==> config.mk <==
export PLATFORM = sky130hd
export DESIGN_NAME = vga_timing_gen
export DESIGN_NICKNAME = d
export VERILOG_FILES = /design/src/rtl/vga_timing_pkg.sv /design/src/rtl/vga_axis_ctr.sv /design/src/rtl/vga_timing_gen.sv
export SDC_FILE = /design/constraint.sdc
export NUM_CORES = 1
export LEC_CHECK = 0
export BUFFER_PORTS_ARGS = -buffer_cell sky130_fd_sc_hd__buf_2
export CORE_UTILIZATION = 40
export CTS_CLUSTER_DIAMETER = 200
export DETAILED_ROUTE_END_ITERATION = 10
export GPL_ROUTABILITY_DRIVEN = 0
export PLACE_DENSITY_LB_ADDON = 0.2
export SLEW_MARGIN = 20
export SYNTH_ARGS = -nofsm -noshare
export SYNTH_HDL_FRONTEND = slang
export SYNTH_HIERARCHICAL = 1
export SYNTH_SLANG_ARGS = --single-unit
==> constraint.sdc <==
create_clock -name clk_i -period 2.4 [get_ports clk_i]
set_input_delay 0.48 -clock clk_i [delete_from_list [all_inputs] [get_ports clk_i]]
set_output_delay 0.48 -clock clk_i [all_outputs]
set_load 0.02 [all_outputs]
==> src/rtl/vga_timing_pkg.sv <==
// Shared VGA timing definitions: default 640x480@60 constants, coordinate type,
// registered output bundle and axis-total helper.
package vga_timing_pkg;

  localparam int unsigned VGA_H_ACTIVE = 640;
  localparam int unsigned VGA_H_FP     = 16;
  localparam int unsigned VGA_H_SYNC   = 96;
  localparam int unsigned VGA_H_BP     = 48;
  localparam int unsigned VGA_V_ACTIVE = 480;
  localparam int unsigned VGA_V_FP     = 10;
  localparam int unsigned VGA_V_SYNC   = 2;
  localparam int unsigned VGA_V_BP     = 33;

  localparam int unsigned COORD_W = 10;

  typedef logic [COORD_W-1:0] coord_t;

  typedef struct packed {
    logic   hsync;
    logic   vsync;
    logic   de;
    coord_t x;
    coord_t y;
    logic   line_start;
    logic   frame_start;
  } vga_out_t;

  localparam vga_out_t VGA_OUT_IDLE = '{
    hsync:       1'b1,
    vsync:       1'b1,
    de:          1'b0,
    x:           '0,
    y:           '0,
    line_start:  1'b0,
    frame_start: 1'b0
  };

  function automatic int unsigned axis_total(
    input int unsigned active,
    input int unsigned fp,
    input int unsigned sync,
    input int unsigned bp
  );
    return active + fp + sync + bp;
  endfunction

endpackage

==> src/rtl/vga_axis_ctr.sv <==
// One timing axis: wrap counter with step enable and synchronous clear, plus
// combinational terminal, active-region and sync-region flags decoded from the count.
module vga_axis_ctr
  import vga_timing_pkg::*;
#(
  parameter int unsigned TOTAL    = 800,
  parameter int unsigned ACTIVE   = 640,
  parameter int unsigned SYNC_BEG = 656,
  parameter int unsigned SYNC_END = 752
) (
  input  logic   clk_i,
  input  logic   rst_n_i,
  input  logic   step_i,
  input  logic   clr_i,
  output coord_t cnt_o,
  output logic   wrap_o,
  output logic   active_o,
  output logic   sync_o
);

  localparam coord_t C_LAST     = coord_t'(TOTAL - 1);
  localparam coord_t C_ACTIVE   = coord_t'(ACTIVE);
  localparam coord_t C_SYNC_BEG = coord_t'(SYNC_BEG);
  localparam coord_t C_SYNC_END = coord_t'(SYNC_END);

  coord_t r_cnt;
  logic   w_last;

  assign w_last = (r_cnt == C_LAST);

  always_ff @(posedge clk_i or negedge rst_n_i) begin
    if (!rst_n_i) begin
      r_cnt <= '0;
    end else if (clr_i) begin
      r_cnt <= '0;
    end else if (step_i) begin
      r_cnt <= w_last ? '0 : r_cnt + coord_t'(1);
    end
  end

  assign cnt_o    = r_cnt;
  assign wrap_o   = w_last;
  assign active_o = (r_cnt < C_ACTIVE);
  assign sync_o   = (r_cnt >= C_SYNC_BEG) && (r_cnt < C_SYNC_END);

endmodule

==> src/rtl/vga_timing_gen.sv <==
// VGA raster timing generator: H/V axis counters gated by en_i, with every
// output registered one cycle after the counter state it describes.
module vga_timing_gen
  import vga_timing_pkg::*;
#(
  parameter int unsigned H_ACTIVE = VGA_H_ACTIVE,
  parameter int unsigned H_FP     = VGA_H_FP,
  parameter int unsigned H_SYNC   = VGA_H_SYNC,
  parameter int unsigned H_BP     = VGA_H_BP,
  parameter int unsigned V_ACTIVE = VGA_V_ACTIVE,
  parameter int unsigned V_FP     = VGA_V_FP,
  parameter int unsigned V_SYNC   = VGA_V_SYNC,
  parameter int unsigned V_BP     = VGA_V_BP
) (
  input  logic       clk_i,
  input  logic       rst_n_i,
  input  logic       en_i,
  output logic       hsync_o,
  output logic       vsync_o,
  output logic       de_o,
  output logic [9:0] x_o,
  output logic [9:0] y_o,
  output logic       line_start_o,
  output logic       frame_start_o
);

  localparam int unsigned H_TOTAL = axis_total(H_ACTIVE, H_FP, H_SYNC, H_BP);
  localparam int unsigned V_TOTAL = axis_total(V_ACTIVE, V_FP, V_SYNC, V_BP);

  logic     w_clr;
  logic     w_v_step;
  coord_t   w_h_cnt;
  coord_t   w_v_cnt;
  logic     w_h_wrap;
  logic     w_h_act;
  logic     w_h_sync;
  logic     w_v_act;
  logic     w_v_sync;
  logic     w_unused_v_wrap;
  vga_out_t w_next;
  vga_out_t r_out;

  assign w_clr    = ~en_i;
  assign w_v_step = en_i & w_h_wrap;

  vga_axis_ctr #(
    .TOTAL    (H_TOTAL),
    .ACTIVE   (H_ACTIVE),
    .SYNC_BEG (H_ACTIVE + H_FP),
    .SYNC_END (H_ACTIVE + H_FP + H_SYNC)
  ) u_h_ctr (
    .clk_i    (clk_i),
    .rst_n_i  (rst_n_i),
    .step_i   (en_i),
    .clr_i    (w_clr),
    .cnt_o    (w_h_cnt),
    .wrap_o   (w_h_wrap),
    .active_o (w_h_act),
    .sync_o   (w_h_sync)
  );

  vga_axis_ctr #(
    .TOTAL    (V_TOTAL),
    .ACTIVE   (V_ACTIVE),
    .SYNC_BEG (V_ACTIVE + V_FP),
    .SYNC_END (V_ACTIVE + V_FP + V_SYNC)
  ) u_v_ctr (
    .clk_i    (clk_i),
    .rst_n_i  (rst_n_i),
    .step_i   (w_v_step),
    .clr_i    (w_clr),
    .cnt_o    (w_v_cnt),
    .wrap_o   (w_unused_v_wrap),
    .active_o (w_v_act),
    .sync_o   (w_v_sync)
  );

  // Decode from the current counts; the register below gives the one-cycle latency.
  always_comb begin
    w_next = VGA_OUT_IDLE;
    if (en_i) begin
      w_next.de          = w_h_act & w_v_act;
      w_next.hsync       = ~w_h_sync;
      w_next.vsync       = ~w_v_sync;
      w_next.x           = (w_h_act & w_v_act) ? w_h_cnt : '0;
      w_next.y           = (w_h_act & w_v_act) ? w_v_cnt : '0;
      w_next.line_start  = (w_h_cnt == '0) & w_v_act;
      w_next.frame_start = (w_h_cnt == '0) & (w_v_cnt == '0);
    end
  end

  always_ff @(posedge clk_i or negedge rst_n_i) begin
    if (!rst_n_i) begin
      r_out <= VGA_OUT_IDLE;
    end else begin
      r_out <= w_next;
    end
  end

  assign hsync_o       = r_out.hsync;
  assign vsync_o       = r_out.vsync;
  assign de_o          = r_out.de;
  assign x_o           = r_out.x;
  assign y_o           = r_out.y;
  assign line_start_o  = r_out.line_start;
  assign frame_start_o = r_out.frame_start;

endmodule

==> results.cfg, run 1 <==
[sta]
maxSlewViolCount = 0
worst-slew-pin-transition_ps = 540
final-setup-viol-count = 0
layout_min_cycle_time_ps = 2210
hold_viol_final = 0
slew_headroom = 0.640
skew_ps = 10.0
final.hold.worst_slack_ps = 248
setup_tns_ps = 0
fmax_ghz = 0.453
period_share = 0.919
rsz0062_at_grt = no

[pwr]
p_leak_uw = 0.00116
ir_drop_uv = 216
total_power_uw = 1410
power_density_nw_per_um2 = 577

[place]
dp_hpwl_um = 2690
io_buffers = 27

[worst_setup_path]
crit_type = reg2reg
cp_slowest_cell = or4b_4
cp_max_fo = 9
cp.buffers_inverters = 0
cp_slowest_stage_delay_ps = 560
critPathTopFamily = simple AND/OR/NAND/NOR gates
critPathRequiredTime_ps = 2630
crit_chain = or4b_4 > nor3_1 > and2_2 > o21ai_1 > or3_1 > a21oi_2
crit_path_end_kind = register
arrival_ps = 2430
startpoint_type = register

[synthesis]
ys_ff_latch = 45
yosysTopAreaCell = dfrtp_1
seq_area_frac_synth = 0.539
synth-edff-count = 0
synth-async-reset-ratio = 1.00
ys_types = 44
synth_cells = 193
netlist.area_leader.share = 0.514
ys_warn_count = 6
synthFlopType = dfrtp_1
syn_area_um2 = 2090
postSynthAreaPerCell_um2 = 10.8
yosys-top-cells-area = dfrtp_1, and2_2, nor2_1, and2_1, dfstp_2
syn_nets = 200

[die]
die_w_um = 74.3
pin_count = 28
rows = 25
core_region_area_um2 = 4880
initial_core_util = 0.429
dieHeight_um = 74.3
die_area_um2 = 5520

[clock_tree]
tritoncts = yes
numCtsBuffers = 5
clock_sinks = 45
cts_root_buffer = clkbuf_8
clock_path_buffers = 2
cts_max_level = 2
insertion_delay_ps = 300
cts.clk_slew.worst_paths_ps = 80

[run_status]
status = finished, final reports clean

[global_route]
grt_pass1_wl_um = 6830
grt.overflow.total = 0
grt_antenna_before_repair = 0
grt_use_total = 0.166
grt_max_degree = 46
grt_pass1_vias = 1402

[route]
drc_errors = 0
ant_nets = 0
via_per_inst = 5.01
vias = 1489
routed_wl_um = 3960
drtIter0Drc = 97
post_drt_wl_per_cell_um = 13.3
drt_pre_antenna_iters = 4

[final_layout]
antenna_cells = 0
layout-drive-gt1-share = 0.296
syn2layout_area_growth_pct = 17.0
nets = 237

[job]
cap_violations = 0

[worst_hold_path]
hp-class = in2async
[cells in the mapped netlist (4+ instances only)]
cell type / count
ha_1: 4
nor4_1: 4
nand2_1: 13
and2_2: 11
o31ai_1: 4
o21ai_0: 5
and2_1: 10
a21oi_1: 7
dfrtp_1: 43
nor3_1: 7
nor2_1: 17
inv_1: 10
nand3_1: 9
xor2_1: 6
nand4_1: 6
[per-layer routing]
| layer | wire length, um | up-vias | GRT usage |
|---|---|---|---|
| met1 | 2030 | 697 | 0.235 |
| met3 | 186 | 6 | 0.0447 |
| met2 | 1670 | 39 | 0.234 |
| li1 | - | 747 | - |
| met4 | 65 | 0 | 0.0776 |
| met5 | 0 | - | 0 |
[logic make-up after synthesis]
| logic type | share of synthesized area |
|---|---|
| xor gates and xnor gates | 0.0377 |
| adders and majority gates | 0.0239 |
| muxes | 0.00478 |
| buffers and inverters | 0.0401 |
| DFF | 0.539 |
| AOI/OAI and AO/OA | 0.107 |
| and+or+nand+nor | 0.247 |
[placed cells by master, fill, tap and decap left out, drive strengths merged, types with 2 or more instances in the layout]
cell type / netlist / layout
dfrtp: 43 / 43
buf: 3 / 35
and2: 21 / 21
nor2: 17 / 17
nand2: 13 / 13
inv: 11 / 11
nand3: 9 / 9
a21oi: 8 / 8
nand4: 7 / 7
nor3: 7 / 7
xor2: 6 / 6
o21ai: 6 / 6
clkbuf: 2 / 5
nor4: 4 / 4
o31ai: 4 / 4
ha: 4 / 4
or4: 3 / 3
xnor2: 3 / 3
and3: 3 / 3
dfstp: 2 / 2
or4b: 2 / 2
or3: 2 / 2
o2111ai: 2 / 2
[flip-flops by register name, summed over array words and instances, names as in the netlist]
name,flops
de_o,1
frame_start_o,1
hsync_o,1
line_start_o,1
u_h_ctr/cnt_o,10
u_v_ctr/cnt_o,10
vsync_o,1
x_o,10
y_o,10
[worst register-to-register path, stage by stage (launching register included)]
cell     delay (ps)
dfrtp_1         470
or4b_4          560
nor3_1          240
and2_2          280
o21ai_1          90
or3_1           370
a21oi_2         130
[metrics by stage]
| step | cell area, um2 | worst slack, ps | cells | util |
|---|---|---|---|---|
| CTS | 2430 | 167 | 297 | 0.498 |
| detailed placement | 2330 | 177 | 290 | 0.477 |
| global route | 2450 | 68.5 | 297 | 0.502 |
| finish | 2450 | 195 | 297 | 0.502 |
| floorplan | 2090 | 161 | 193 | - |
| global placement | 2330 | 249 | 290 | 0.477 |
[final cells by class]
class,instances,area [um2]
timing repair buffer,35,195
fill,476,2430
clock buffer,5,68.8
multi-input combinational,132,896
clock inverter,2,35.0
sequential,45,1130
inverter,11,41.3
tap,67,83.8
[worst paths after layout]
kind	startpoint	to	slack, ps	depth (start not counted)
setup / recovery	u_h_ctr/cnt_o[7]	u_v_ctr/cnt_o[3]	190	6
hold / removal	rst_n_i	de_o	250	2
setup reg to reg	u_h_ctr/cnt_o[7]	u_v_ctr/cnt_o[3]	190	6
hold reg to reg	u_v_ctr/cnt_o[0]	u_v_ctr/cnt_o[0]	620	2
max in group asynchronous	rst_n_i	vsync_o	1770	2
min in group clk_i	en_i	hsync_o	510	2
[where the power goes]
part | total (uW) | switching [uW] | internal, uW
logic | 91.3 | 63.9 | 27.5
registers | 777 | 7.11 | 769
clock network | 544 | 242 | 302
[timing repair]
| item | in CTS | in global routing |
|---|---|---|
| setup endpoints to repair | 0 | 2 |
| gates resized for setup | 0 | 3 |
| buffers inserted | 0 | 0 |
| endpoints found under the hold margin | 0 | 0 |
| hold buffers | 0 | 0 |
Power figures use the tool's default switching activity.
==> run 2: changes to the inputs <==
--- a/config.mk
+++ b/config.mk
@@ -14,5 +14,4 @@
 export SLEW_MARGIN = 20
 export SYNTH_ARGS = -nofsm -noshare
 export SYNTH_HDL_FRONTEND = slang
-export SYNTH_HIERARCHICAL = 1
 export SYNTH_SLANG_ARGS = --single-unit
==> run 2 against run 1 <==
Compared with the run above:
- the run now ends with design-rule violations left
- largest cell class unchanged
- via count fell by 9.0%
- count of clock-buffer cells in the layout rose by 2
- largest power group unchanged
- flip-flop and latch count did not move
- cell count fell by 12%
- clock skew fell by 1.9 ps
- hold slack got worse by 190 ps
- highest routed layer unchanged
- global-route usage fell by 0.71 points
- first-iteration DRC count fell by 34%
- combinational power fell by 21%
==> results.cfg, run 2 <==
[run_status]
status = finished with violations
violations = design-rule violations

[synthesis]
seq_area_frac_synth = 0.591
synth_commonest_cells = dfrtp_1, and2_1, o21ai_0
syn_area_um2 = 1910
yosys-top-cells-area = dfrtp_1, and2_1, xnor2_1, dfstp_2, ha_1
yosysMostFrequentCell = dfrtp_1
yosysTopAreaCell = dfrtp_1
synth_cells = 174
synth-async-reset-ratio = 1.00
synthFlopType = dfrtp_1
ys_types = 34
ys_ff_latch = 45
syn_nets = 181
synth-edff-count = 0
postSynthAreaPerCell_um2 = 11.0
netlist.area_leader.share = 0.563
ys_warn_count = 0

[route]
ant_nets = 0
via_per_inst = 5.19
drt_pre_antenna_iters = 7
drtIter0Drc = 64
routed_wl_um = 3490
vias = 1355
post_drt_wl_per_cell_um = 13.4
drc_errors = 4

[die]
pin_count = 28
die_area_um2 = 5060
initial_core_util = 0.427
rows = 24
die_w_um = 71.1
core_region_area_um2 = 4470
dieHeight_um = 71.1

[global_route]
grt_pass1_wl_um = 6250
grt_antenna_before_repair = 0
use_met1 = 0.218
grt_use_total = 0.159
grt_util_met3 = 0.0413
use_met2 = 0.247
grt.overflow.total = 0
grt_max_degree = 18
grt_pass1_vias = 1333
grt_busiest_layer = met2

[pwr]
p_int_uw = 1130
p_sw_frac = 0.207
seq_power_share = 0.545
total_power_uw = 1430
p_leak_uw = 0.00105
p_sw_uw = 296
clockPowerShare = 0.405
ir_drop_uv = 346
pwr-share-comb = 0.050
power_density_nw_per_um2 = 637

[final_layout]
antenna_cells = 0
layout-drive-gt1-share = 0.211
nets = 215
mostFrequentLayoutCell = dfrtp_1
final_area_um2 = 2240
mostFrequentLayoutCells = dfrtp_1, buf_2, and2_1
syn2layout_area_growth_pct = 17.2
final_cells = 261

[worst_setup_path]
arrival_ps = 2200
crit_type = reg2reg
cp_max_fo = 16
startpoint_type = register
critPathRequiredTime_ps = 2600
crit_path_end_kind = register
reg2regPathDepth = 5

[worst_hold_path]
hp-class = in2async

[clock_tree]
cts.clk_slew.worst_paths_ps = 80
postCtsSetupBuffers = 0
numCtsBuffers = 5
cts_hold_repair.buffers = 0
cts_root_buffer = clkbuf_8
cts_max_level = 2
insertion_delay_ps = 290
cts_resized = 0
clock_sinks = 45
clock_path_buffers = 2
tritoncts = yes

[place]
io_buffers = 27
dp_hpwl_um = 2600
dpl_cell_area_um2 = 2120
place_inst = 253

[sta]
hold_viol_final = 0
fmax_ghz = 0.499
skew_ps = 8.09
layout_min_cycle_time_ps = 2010
rsz0062_at_grt = no
final.hold.worst_slack_ps = 58.0
setup_tns_ps = 0
period_share = 0.836
worst-slew-pin-transition_ps = 615
final-setup-viol-count = 0
maxSlewViolCount = 0
slew_headroom = 0.586

[job]
cap_violations = 0
## run 2: routing by layer
layer	vias to the layer above	share of wire
li1	657	-
met1	660	0.47
met2	36	0.48
met3	2	0.047
met4	0	0.0037
met5	-	0
## run 2: path summary, 6_finish.rpt
kind	start	end	slack (ps)
min	rst_n_i	y_o[5]	60
min reg2reg	u_h_ctr.cnt_o[0]	u_h_ctr.cnt_o[0]	530
max in group asynchronous	rst_n_i	hsync_o	1770
max	u_h_ctr.cnt_o[0]	u_v_ctr.cnt_o[9]	390
max reg2reg	u_h_ctr.cnt_o[0]	u_v_ctr.cnt_o[9]	390
min in group clk_i	u_h_ctr.cnt_o[0]	u_h_ctr.cnt_o[0]	530
## run 2: power groups by stage
| stage | registers [uW] | clock network (uW) | logic (uW) |
|---|---|---|---|
| final | 777 | 578 | 72.0 |
| after CTS | 777 | 591 | 74.5 |
| after global routing | 779 | 626 | 83.7 |
| after detailed placement | 792 | 0 | 74.1 |
| after global placement | 792 | 0 | 73.2 |
| after floorplan | 802 | 0 | 27.1 |
## run 2: cell families (layout without fill, tap and decap cells)
kind of cell / Yosys count / in the layout / share of synthesized area
flops: 45 / 45 / 0.591
buf+inv: 13 / 48 / 0.0275
xor+xnor: 9 / 9 / 0.0413
other cells: 1 / 1 / 0.00196
fa+ha+maj: 4 / 4 / 0.0262
simple gates: 81 / 81 / 0.248
compound gates: 21 / 21 / 0.0648
## run 2: stage by stage
step                      utilization  setup WS (ps)
after floorplan                     -            653
after global placement          0.474            468
after detailed placement        0.474            403
after CTS                       0.500            382
after global routing            0.500            251
final                           0.500            394
## run 2: cell type report
type                    count  area [um2]
clock inverters             1        30.0
fillers                   404        2240
well taps                  52        65.1
clock buffers               7        86.3
inverters                   9        33.8
flip-flops and latches     45        1130
multi-input cells         116         729
repair buffers             31         165
## run 2: worst max-delay path: stages (launching register included)
cell and delay [ps]:
dfrtp_1 420, ha_1 270, nand3_4 110, o31a_1 460
or4_1 570, o31ai_1 80
